## config.mk

```make
export PLATFORM = sky130hd
export DESIGN_NAME = multiplication
export DESIGN_NICKNAME = d
export VERILOG_FILES = /design/src/rtl/multiplication_pkg.sv /design/src/rtl/multiplication_datapath_step.sv /design/src/rtl/multiplication.sv
export SDC_FILE = /design/constraint.sdc
export NUM_CORES = 1
export LEC_CHECK = 0
export ABC_AREA = 1
export CAP_MARGIN = 10
export CORE_ASPECT_RATIO = 0.75
export CORE_MARGIN = 2
export CORE_UTILIZATION = 40
export DETAILED_ROUTE_END_ITERATION = 10
export GPL_ROUTABILITY_DRIVEN = 0
export GPL_TIMING_DRIVEN = 0
export PLACE_DENSITY = 0.67
export SLEW_MARGIN = 5
export SYNTH_ARGS = -nofsm -noshare
export SYNTH_HDL_FRONTEND = slang
export SYNTH_SLANG_ARGS = --single-unit
```

## constraint.sdc

```tcl
create_clock -name clk -period 2.1 [get_ports clk]
set_clock_uncertainty 0.1 [all_clocks]
set_input_delay 0.42 -clock clk [delete_from_list [all_inputs] [get_ports clk]]
set_output_delay 0.42 -clock clk [all_outputs]
set_load 0.005 [all_outputs]
```

## src/rtl/multiplication_pkg.sv

```systemverilog
// ---------------------------------------------------------------------------
// multiplication_pkg
// Shared ALU definitions. The control unit drives the divider and the
// multiplier through the same four-state sequence, so the state constants
// live here and are reused by both blocks.
//   ST_IDLE / ST_LOAD / ST_EXEC / ST_STORE : 2-bit state encodings
//   DEFAULT_WIDTH                          : default operand width
// ---------------------------------------------------------------------------
package multiplication_pkg;

  localparam logic [1:0] ST_IDLE  = 2'd0;
  localparam logic [1:0] ST_LOAD  = 2'd1;
  localparam logic [1:0] ST_EXEC  = 2'd2;
  localparam logic [1:0] ST_STORE = 2'd3;

  localparam int DEFAULT_WIDTH = 8;

  // Counter width for an iteration count of 'width' steps (0 .. width-1).
  function automatic int cnt_bits(input int width);
    return (width > 1) ? $clog2(width) : 1;
  endfunction

endpackage

```

## src/rtl/multiplication_datapath_step.sv

```systemverilog
// ---------------------------------------------------------------------------
// mul_datapath_step
// One combinational shift-add step of the multiplier.
//   mcand   [WIDTH-1:0]   multiplicand
//   acc_in  [2*WIDTH-1:0] {hi, lo} accumulator before the step
//   acc_out [2*WIDTH-1:0] {carry, hi', lo} >> 1 after the step
// The add is done at WIDTH+1 bits so the carry moves into the top bit of
// hi on the shift instead of being dropped.
// ---------------------------------------------------------------------------
module mul_datapath_step
  import multiplication_pkg::*;
#(
  parameter int WIDTH = DEFAULT_WIDTH
) (
  input  logic [WIDTH-1:0]   mcand,
  input  logic [2*WIDTH-1:0] acc_in,
  output logic [2*WIDTH-1:0] acc_out
);

  logic [WIDTH:0]   sum;
  logic [2*WIDTH:0] wide;

  always_comb begin
    sum = {1'b0, acc_in[2*WIDTH-1:WIDTH]};
    if (acc_in[0]) begin
      sum = sum + {1'b0, mcand};
    end
    wide    = {sum, acc_in[WIDTH-1:0]};
    // Logical shift right of the full 2*WIDTH+1-bit value; bit 0 is the
    // consumed multiplier bit and falls off.
    acc_out = wide[2*WIDTH:1];
  end

endmodule

```

## src/rtl/multiplication.sv

```systemverilog
// ---------------------------------------------------------------------------
// multiplication
// Sequential shift-add unsigned multiplier with wakeup/done handshake.
//   clk                    system clock
//   rstn                   synchronous reset, active HIGH (rstn=1 resets)
//   num1  [WIDTH-1:0]      multiplicand, sampled in LOAD
//   num2  [WIDTH-1:0]      multiplier, sampled in LOAD
//   multiplication_wakeup  start request, looked at in IDLE and STORE
//   product [2*WIDTH-1:0]  registered result, held between operations
//   done                   high for the single STORE cycle
//
// state | meaning
// ------+-----------------------------------------------------------
// IDLE  | waiting for wakeup; product holds
// LOAD  | capture operands, clear accumulator high half and counter
// EXEC  | WIDTH shift-add steps; last step writes product
// STORE | done=1; wakeup here restarts directly into LOAD
// ---------------------------------------------------------------------------
module multiplication
  import multiplication_pkg::*;
#(
  parameter int WIDTH = DEFAULT_WIDTH
) (
  input  logic                 clk,
  input  logic                 rstn,
  input  logic [WIDTH-1:0]     num1,
  input  logic [WIDTH-1:0]     num2,
  input  logic                 multiplication_wakeup,
  output logic [2*WIDTH-1:0]   product,
  output logic                 done
);

  localparam int              CW       = cnt_bits(WIDTH);
  localparam logic [CW-1:0]   CNT_LAST = CW'(WIDTH - 1);
  localparam logic [CW-1:0]   CNT_ONE  = CW'(1);

  logic [1:0]           state;
  logic [WIDTH-1:0]     mcand_reg;
  logic [2*WIDTH-1:0]   acc;
  logic [2*WIDTH-1:0]   acc_next;
  logic [CW-1:0]        cnt;

  mul_datapath_step #(
    .WIDTH (WIDTH)
  ) u_step (
    .mcand   (mcand_reg),
    .acc_in  (acc),
    .acc_out (acc_next)
  );

  always_ff @(posedge clk) begin
    if (rstn) begin
      state     <= ST_IDLE;
      mcand_reg <= '0;
      acc       <= '0;
      cnt       <= '0;
      product   <= '0;
    end else begin
      case (state)
        ST_IDLE: begin
          if (multiplication_wakeup) begin
            state <= ST_LOAD;
          end
        end
        ST_LOAD: begin
          mcand_reg <= num1;
          acc       <= {{WIDTH{1'b0}}, num2};
          cnt       <= '0;
          state     <= ST_EXEC;
        end
        ST_EXEC: begin
          acc <= acc_next;
          cnt <= cnt + CNT_ONE;
          // Product is taken from the step output so it is valid in the
          // STORE cycle itself, not one cycle later.
          if (cnt == CNT_LAST) begin
            product <= acc_next;
            state   <= ST_STORE;
          end
        end
        ST_STORE: begin
          state <= multiplication_wakeup ? ST_LOAD : ST_IDLE;
        end
        default: begin
          state <= ST_IDLE;
        end
      endcase
    end
  end

  assign done = (state == ST_STORE);

endmodule
```

Word-level counts from Yosys, hierarchy flattened. Index checks and enable logic that the tools add are counted. W data, S select, Z words.

Equality and inequality tests: 6. $add $sub $neg: 2. Multiplexer cells: 7. Reductions and logical operators: 4.

Operators with widths (number): $pmux W16 S2 (1); $add A8 B8 Y9 (1); $mux W9 (1); $pmux W2 S4 (1); $pmux W3 S2 (1); $eq A2 B2 Y1 const B (2); $mux W2 (2); $ne A2 B2 Y1 const B (2); $reduce_and A2 Y1 (2); $add A3 B1 Y3 const B (1); $eq A3 B3 Y1 const B (1); $eq A2 B1 Y1 const B (1); $logic_not A2 Y1 (1); $reduce_bool A2 Y1 (1); $mux W1 (1).

Register bits after elaboration: 45. Input bits: 19. Output and inout bits: 17. Word-level logic and storage cells: 24.

Logic depth before layout (Yosys ltp). Gate-level depths: netlist (run 1).

Depth after elaboration: 3. Gate-level depth with buffers: 12.

Hierarchy. Synthesis (run 1) repeated with hierarchy kept, for this count alone.

Cell total of the unflattened synthesis: 323. Area total of the unflattened synthesis: 2304.7 um^2.

By module, submodules not included: multiplication (times used 1, cells each 232, area each 1799.2 um^2); mul_datapath_step (times used 1, cells each 91, area each 505.5 um^2).

Worst setup path after synthesis (run 1). Ideal clock, no wire load.

Path type: reg-to-reg. Start point: register mcand_reg[0]. End point: register acc[11]. Path slack: 368 ps. Buffers on the path: 0. Cell stages (with the launch flop): 11. Required time: 1933 ps. Library setup time: 67 ps. Arrival: 1565 ps. Path through: dfxtp_1 -> ha_1 -> fa_1 -> nand2_2 -> nand2_2 -> nand2_1 -> nand2_1 -> nand3_2 -> o21ai_2 -> or2_1 -> a21oi_2.

Word-level cells in the longest chain between the ends: 3.

RTL lines: from (decl) (RTL line multiplication.sv:38) `logic [WIDTH-1:0] mcand_reg;`; from (signal assigned) (RTL line multiplication.sv:66) `mcand_reg <= num1;`; $add A8 B8 Y9 (RTL line multiplication_datapath_step.sv:26) `sum = sum + {1'b0, mcand};`; $mux W9 (RTL line multiplication_datapath_step.sv:25) `if (acc_in[0]) begin`; $pmux W16 S2 (RTL line multiplication.sv:59) `case (state)`; to (signal assigned) (RTL line multiplication.sv:67) `acc <= {{WIDTH{1'b0}}, num2};`; to (signal assigned) (RTL line multiplication.sv:72) `acc <= acc_next;`; to (decl) (RTL line multiplication.sv:39) `logic [2*WIDTH-1:0] acc;`.

No other way between the ends. A chain may end at the register's enable or synchronous reset.

Final worst setup path (run 1).
Start point: register state[0]. End point: output done.

Word-level cells in the longest chain between the ends: 1.

RTL lines: from (decl) (RTL line multiplication.sv:37) `logic [1:0] state;`; from (signal assigned) (RTL line multiplication.sv:82) `state <= multiplication_wakeup ? ST_LOAD : ST_IDLE;`; $eq A2 B2 Y1 (RTL line multiplication.sv:91) `assign done = (state == ST_STORE);`; to (decl) (RTL line multiplication.sv:30) `output logic done`.

No other way between the ends.

==> results of run 1 <==
-- cell type report --
class                   count  area [um^2]
fillers                   568         2610
multi-input cells         224         1170
flip-flops and latches     45          901
repair buffers             34          340
inverters                  35          131
well taps                  75         93.8
clock buffers               5         68.8
plain buffers              12         63.8
clock inverters             3         25.0
-- logic make-up (layout without fill, tap and decap cells) --
kind of cell | count (synthesis) | count (layout) | synth area share, %
AOI/OAI and AO/OA | 56 | 56 | 14.0
buffers and inverters | 47 | 89 | 8.60
and+or+nand+nor | 151 | 151 | 28.2
muxes | 1 | 1 | 0.441
adders and majority gates | 16 | 16 | 9.15
DFF | 45 | 45 | 39.7
-- worst register-to-register path: cells and delay by family, from the launching register on --
family                     cells  cell delay [ns]
AOI/OAI and AO/OA              1             0.08
adders and majority gates      2             0.64
DFF                            1             0.33
and+or+nand+nor                7             0.58
-- per-stage QoR --
stage | hold WS, ns | total power (W) | std cells | utilization, % | setup slack [ns]
finish | 0.307 | 0.00274 | 433 | 51.7 | 0.160
global route | 0.312 | 0.00296 | 433 | 51.7 | 0.0519
CTS | 0.307 | 0.00275 | 433 | 51.7 | 0.150
detailed placement | 0.367 | 0.00219 | 425 | 50.0 | 0.243
global placement | 0.357 | 0.00216 | 425 | 50.0 | 0.261
floorplan | 0.345 | 0.00191 | 316 | - | 0.368
-- power breakdown --
part	switching (W)	leakage [nW]	internal (W)
Combinational	0.000657	0.836	0.000391
Sequential	0.000120	0.366	0.00101
Clock	0.000322	0.0447	0.000241
-- routing by layer --
metal	up-vias	global-route usage, %	routed length [um]
met5	-	0	0
met4	0	4.04	21
met3	2	3.91	327
met2	53	24.9	2120
met1	914	24.8	2710
li1	1103	-	-
-- final timing paths --
kind,from,end,slack [ns],cells past startpoint
min reg2reg,cnt[1]$_SDFFE_PP0P_,cnt[1]$_SDFFE_PP0P_,0.38,2
max reg2reg,acc[8]$_SDFFE_PP0P_,acc[15]$_SDFFE_PP0P_,0.25,10
max,state[0]$_SDFFE_PP0P_,done,0.16,2
min,rstn,cnt[0]$_SDFFE_PP0P_,0.31,2
-- placed cells by master (no fill, tap or decap), types with 3 or more instances in the layout --
cell / n
buf_4: 3
nand3_1: 24
o21ai_0: 23
clkbuf_8: 5
buf_2: 6
ha_1: 15
or2_2: 4
inv_1: 32
nand2_1: 69
clkdlybuf4s50_1: 34
nand2_2: 3
dfxtp_1: 45
a21oi_1: 18
o211ai_1: 9
nor2_1: 45
==> impl_results.md, run 1 <==
* Status: finished clean
* Setup bufs post-CTS at 0
* Count leader, synth: nand2_1
* Worst path required time at 1.58 ns
* Post-layout minimum cycle time at 1.94 ns
* Slew Limit Fails at 0
* Crit-path max FO at 5
* Row Count at 23
* Top-area cell type share of the netlist area at 39.7%
* Netlist cell types at 28
* Vias/cell at 4.79
* CP Class: flop to primary output
* Ant diodes at 0
* CTS Root Cell: clkbuf_8
* CTS buffer count at 5
* Core box area at 5410 um^2
* Die H at 69.3 um
* Vias in the first global route at 1891
* I/O pin cnt at 36
* CP Buf/Inv Count at 1
* Setup crit start kind: flop
* Iteration-0 DRC Markers at 115
* Post-synthesis register bit count at 45
* Slew Limit Headroom at 62.6%
* Leak at 1.25 nW
* Synth async-reset ratio at 0%
* Period utilization at 92.4%
* Starting Density at 42.0%
* Yosys top cell by area: dfxtp_1
* Antenna Nets Post-Route at 0
* Peak VDD IR at 0.000585 V
* Commonest cells in the netlist: 69 x nand2_1, 45 x dfxtp_1, 45 x nor2_1, 32 x inv_1, 24 x nand3_1
* Critical path's top delay family: buffers and inverters
* Skew-Pair Late Insertion Delay at 0.30 ns
* RSZ-0062 raised after global routing: false
* Pin count of the biggest net entering global routing at 17
* Clock Path Buffers at 2
* DRC at 0
* F_max at 515 MHz
* Sinks on the clock net at 45
* Via count at 2072
* Final nets at 392
* Worst Tran Pin Value at 0.560 ns
* DR WL/cell at 11.9 um
* Fin area at 2800 um^2
* Die X at 91.0 um
* Die area at 6300 um^2
* Max-cap violations at 0
* Setup TNS at 0 ns
* IO Port Bufs at 34
* Hpwl dp at 3920 um
* EDFF count, synth at 0
* Pwr Density at 978 nW/um^2
* # resized after CTS at 0
* GR Util All Layers at 16.8%
* Synth area leaders: dfxtp_1 40%, nand2_1 11%, ha_1 8.3%
* TritonRoute pass-1 iters at 4
* Syn nets at 351
* CP Capture Type: primary output
* Share of cells above drive strength 1 at 8.38%
* CTS tree: yes
* Hold Crit Class: input pin to flop
* Data arrival, critical path at 1.42 ns
* Hold Violations, Final at 0
* CTS H-Tree Depth at 2
* Initial antenna violation count at 0
* Syn Inst Count at 316
* Worst path cell trace: ha_1 -> clkdlybuf4s50_1
* Worst path slowest cell: clkdlybuf4s50_1
* Detailed Route WL at 5170 um
* Mapped Area at 2270 um^2
* Cts hold-fix bufs at 0
* Final setup fails at 0
* Area Overhead vs Synth at 23.3%
* Primary FF master, synth: dfxtp_1
* Slowest stage delay, CP at 0.50 ns
* Placed Area at 2710 um^2
* Global-route wire length before repair at 8600 um
* Syn Area/Cell at 7.19 um^2
* Clock transition at path regs at 0.10 ns
* Yosys warns at 0
* Sequential share of the synthesized area at 39.7%
* GR Overflow Total at 0
No activity file was read; power rests on OpenSTA's default activity.
==> run 2, diff against run 1 <==
--- a/config.mk
+++ b/config.mk
@@ -7,13 +7,15 @@
 export LEC_CHECK = 0
 export ABC_AREA = 1
 export CAP_MARGIN = 10
+export CELL_PAD_IN_SITES_DETAIL_PLACEMENT = 1
+export CELL_PAD_IN_SITES_GLOBAL_PLACEMENT = 2
 export CORE_ASPECT_RATIO = 0.75
 export CORE_MARGIN = 2
-export CORE_UTILIZATION = 40
+export CORE_UTILIZATION = 30
 export DETAILED_ROUTE_END_ITERATION = 10
 export GPL_ROUTABILITY_DRIVEN = 0
 export GPL_TIMING_DRIVEN = 0
-export PLACE_DENSITY = 0.67
+export PLACE_DENSITY = 0.84
 export SLEW_MARGIN = 5
 export SYNTH_ARGS = -nofsm -noshare
 export SYNTH_HDL_FRONTEND = slang
==> run 2 against run 1 <==
  * Critical path type unchanged
  * Cell count grew 6.0%
  * First-iteration DRC count shrank 31%
  * Highest routed layer unchanged
  * Die area grew 32%
==> impl_results.md, run 2 (same netlist as run 1, synthesis figures left out) <==
* Status: finished clean (unchanged)
* Post-layout minimum cycle time at 1.92 ns (was 1.94 ns)
* IO Port Bufs at 34 (unchanged)
* F_max at 519 MHz (was 515 MHz)
* Setup crit start kind: flop (unchanged)
* Die area at 8290 um^2 (was 6300 um^2)
* Hpwl dp at 4660 um (was 3920 um)
* Setup TNS at 0 ns (unchanged)
* I/O pin cnt at 36 (unchanged)
* Area Overhead vs Synth at 25.8% (was 23.3%)
* Detailed Route WL at 5960 um (was 5170 um)
* Setup bufs post-CTS at 0 (unchanged)
* Worst setup margin at 0.175 ns (was 0.160 ns)
* RSZ-0062 raised after global routing: false (unchanged)
* TritonRoute pass-1 iters at 4 (unchanged)
* Clock transition at path regs at 0.10 ns (about the same)
* Worst Tran Pin Value at 0.585 ns (was 0.560 ns)
* Setup slack at placement at 0.206 ns (was 0.243 ns)
* GR Util All Layers at 15.4% (was 16.8%)
* Leak at 1.26 nW (was 1.25 nW)
* Hold Violations, Final at 0 (unchanged)
* Antenna Nets Post-Route at 0 (unchanged)
* Ant diodes at 0 (unchanged)
* DRC at 0 (unchanged)
* CTS buffer count at 5 (unchanged)
* Initial antenna violation count at 0 (unchanged)
* Pin count of the biggest net entering global routing at 15 (was 17)
* Pwr Density at 1020 nW/um^2 (was 978 nW/um^2)
* Data arrival, critical path at 1.40 ns (was 1.42 ns)
* Placed Area at 2740 um^2 (was 2710 um^2)
* Sinks on the clock net at 45 (unchanged)
* Finished Core Util at 39.0% (was 51.7%)
* DR WL/cell at 13.0 um (was 11.9 um)
* Max-cap violations at 0 (unchanged)
* Via count at 2119 (was 2072)
* Final setup fails at 0 (unchanged)
* Global-route wire length before repair at 10200 um (was 8600 um)
* CTS H-Tree Depth at 2 (unchanged)
* Crit-path max FO at 5 (unchanged)
* Share of cells above drive strength 1 at 8.38% (unchanged)
* GR Overflow Total at 0 (unchanged)
* Worst path required time at 1.58 ns (about the same)
* Starting Density at 31.0% (was 42.0%)
* Row Count at 27 (was 23)
* Die X at 104 um (was 91.0 um)
* Skew-Pair Late Insertion Delay at 0.31 ns (was 0.30 ns)
* # resized after CTS at 0 (unchanged)
* Clock Path Buffers at 2 (unchanged)
* Core box area at 7330 um^2 (was 5410 um^2)
* Slew Limit Headroom at 61.0% (was 62.6%)
* Peak VDD IR at 0.000549 V (was 0.000585 V)
* Commonest cells after routing, fill and taps aside: 69 x nand2_1, 45 x nor2_1, 45 x dfxtp_1, 34 x clkdlybuf4s50_1, 32 x inv_1 (unchanged)
* Iteration-0 DRC Markers at 79 (was 115)
* CP Capture Type: primary output (unchanged)
* Final nets at 392 (unchanged)
* Die H at 79.3 um (was 69.3 um)
* CTS Root Cell: clkbuf_8 (unchanged)
* Vias in the first global route at 2192 (was 1891)
* Most common cell after layout, fill and taps aside: nand2_1 (unchanged)
* Total power at 0.00291 W (was 0.00274 W)
* Cts hold-fix bufs at 0 (unchanged)
* CTS tree: yes (unchanged)
* Hold Crit Class: input pin to flop (unchanged)
* CP Class: flop to primary output (unchanged)
* Vias/cell at 4.62 (was 4.79)
* Fin area at 2860 um^2 (was 2800 um^2)
* Slew Limit Fails at 0 (unchanged)
* Period utilization at 91.7% (was 92.4%)
==> run 2: where the power goes <==
| group | total [W] | leakage, nW | internal (W) | switching, W |
|---|---|---|---|---|
| Clock | 0.000710 | 0.0574 | 0.000387 | 0.000323 |
| Combinational | 0.00107 | 0.836 | 0.000391 | 0.000680 |
| Sequential | 0.00113 | 0.366 | 0.00101 | 0.000123 |
| Total | 0.00291 | 1.26 | 0.00179 | 0.00113 |
==> run 2: layout make-up <==
class / instances / area [um^2]
clock buffer: 6 / 82.6
buffer: 12 / 63.8
sequential: 45 / 901
clock inverter: 2 / 37.5
inverter: 35 / 131
timing repair buffer: 34 / 340
multi-input combinational: 224 / 1170
fill: 931 / 4470
tap: 101 / 126
==> run 2: critical path, stage by stage, from the launching register on <==
cell             delay [ns]
dfxtp_1                0.40
ha_1                   0.19
clkdlybuf4s50_1        0.51
==> run 2: worst paths after layout <==
check | startpoint | to | slack (ns) | cells past startpoint
max | state[0]$_SDFFE_PP0P_ | done | 0.18 | 2
min | rstn | acc[10]$_SDFFE_PP0P_ | 0.29 | 2
max reg2reg | state[0]$_SDFFE_PP0P_ | acc[6]$_SDFFE_PP0P_ | 0.21 | 7
min reg2reg | cnt[2]$_SDFFE_PP0P_ | cnt[2]$_SDFFE_PP0P_ | 0.39 | 2
==> run 2: layer usage <==
layer  share of wire [%]  vias to the layer above  global-route usage, %
met5                   0                        -                      0
li1                    -                     1098                      -
met2                  41                       30                   24.2
met4                 1.1                        0                   4.05
met1                  54                      983                   21.5
met3                 3.6                        8                   2.87
==> run 2: through the flow <==
stage                     hold WS, ns  instances
after floorplan                 0.345        316
after global placement          0.358        451
after detailed placement        0.376        451
after CTS                       0.280        459
after global routing            0.299        459
final                           0.293        459
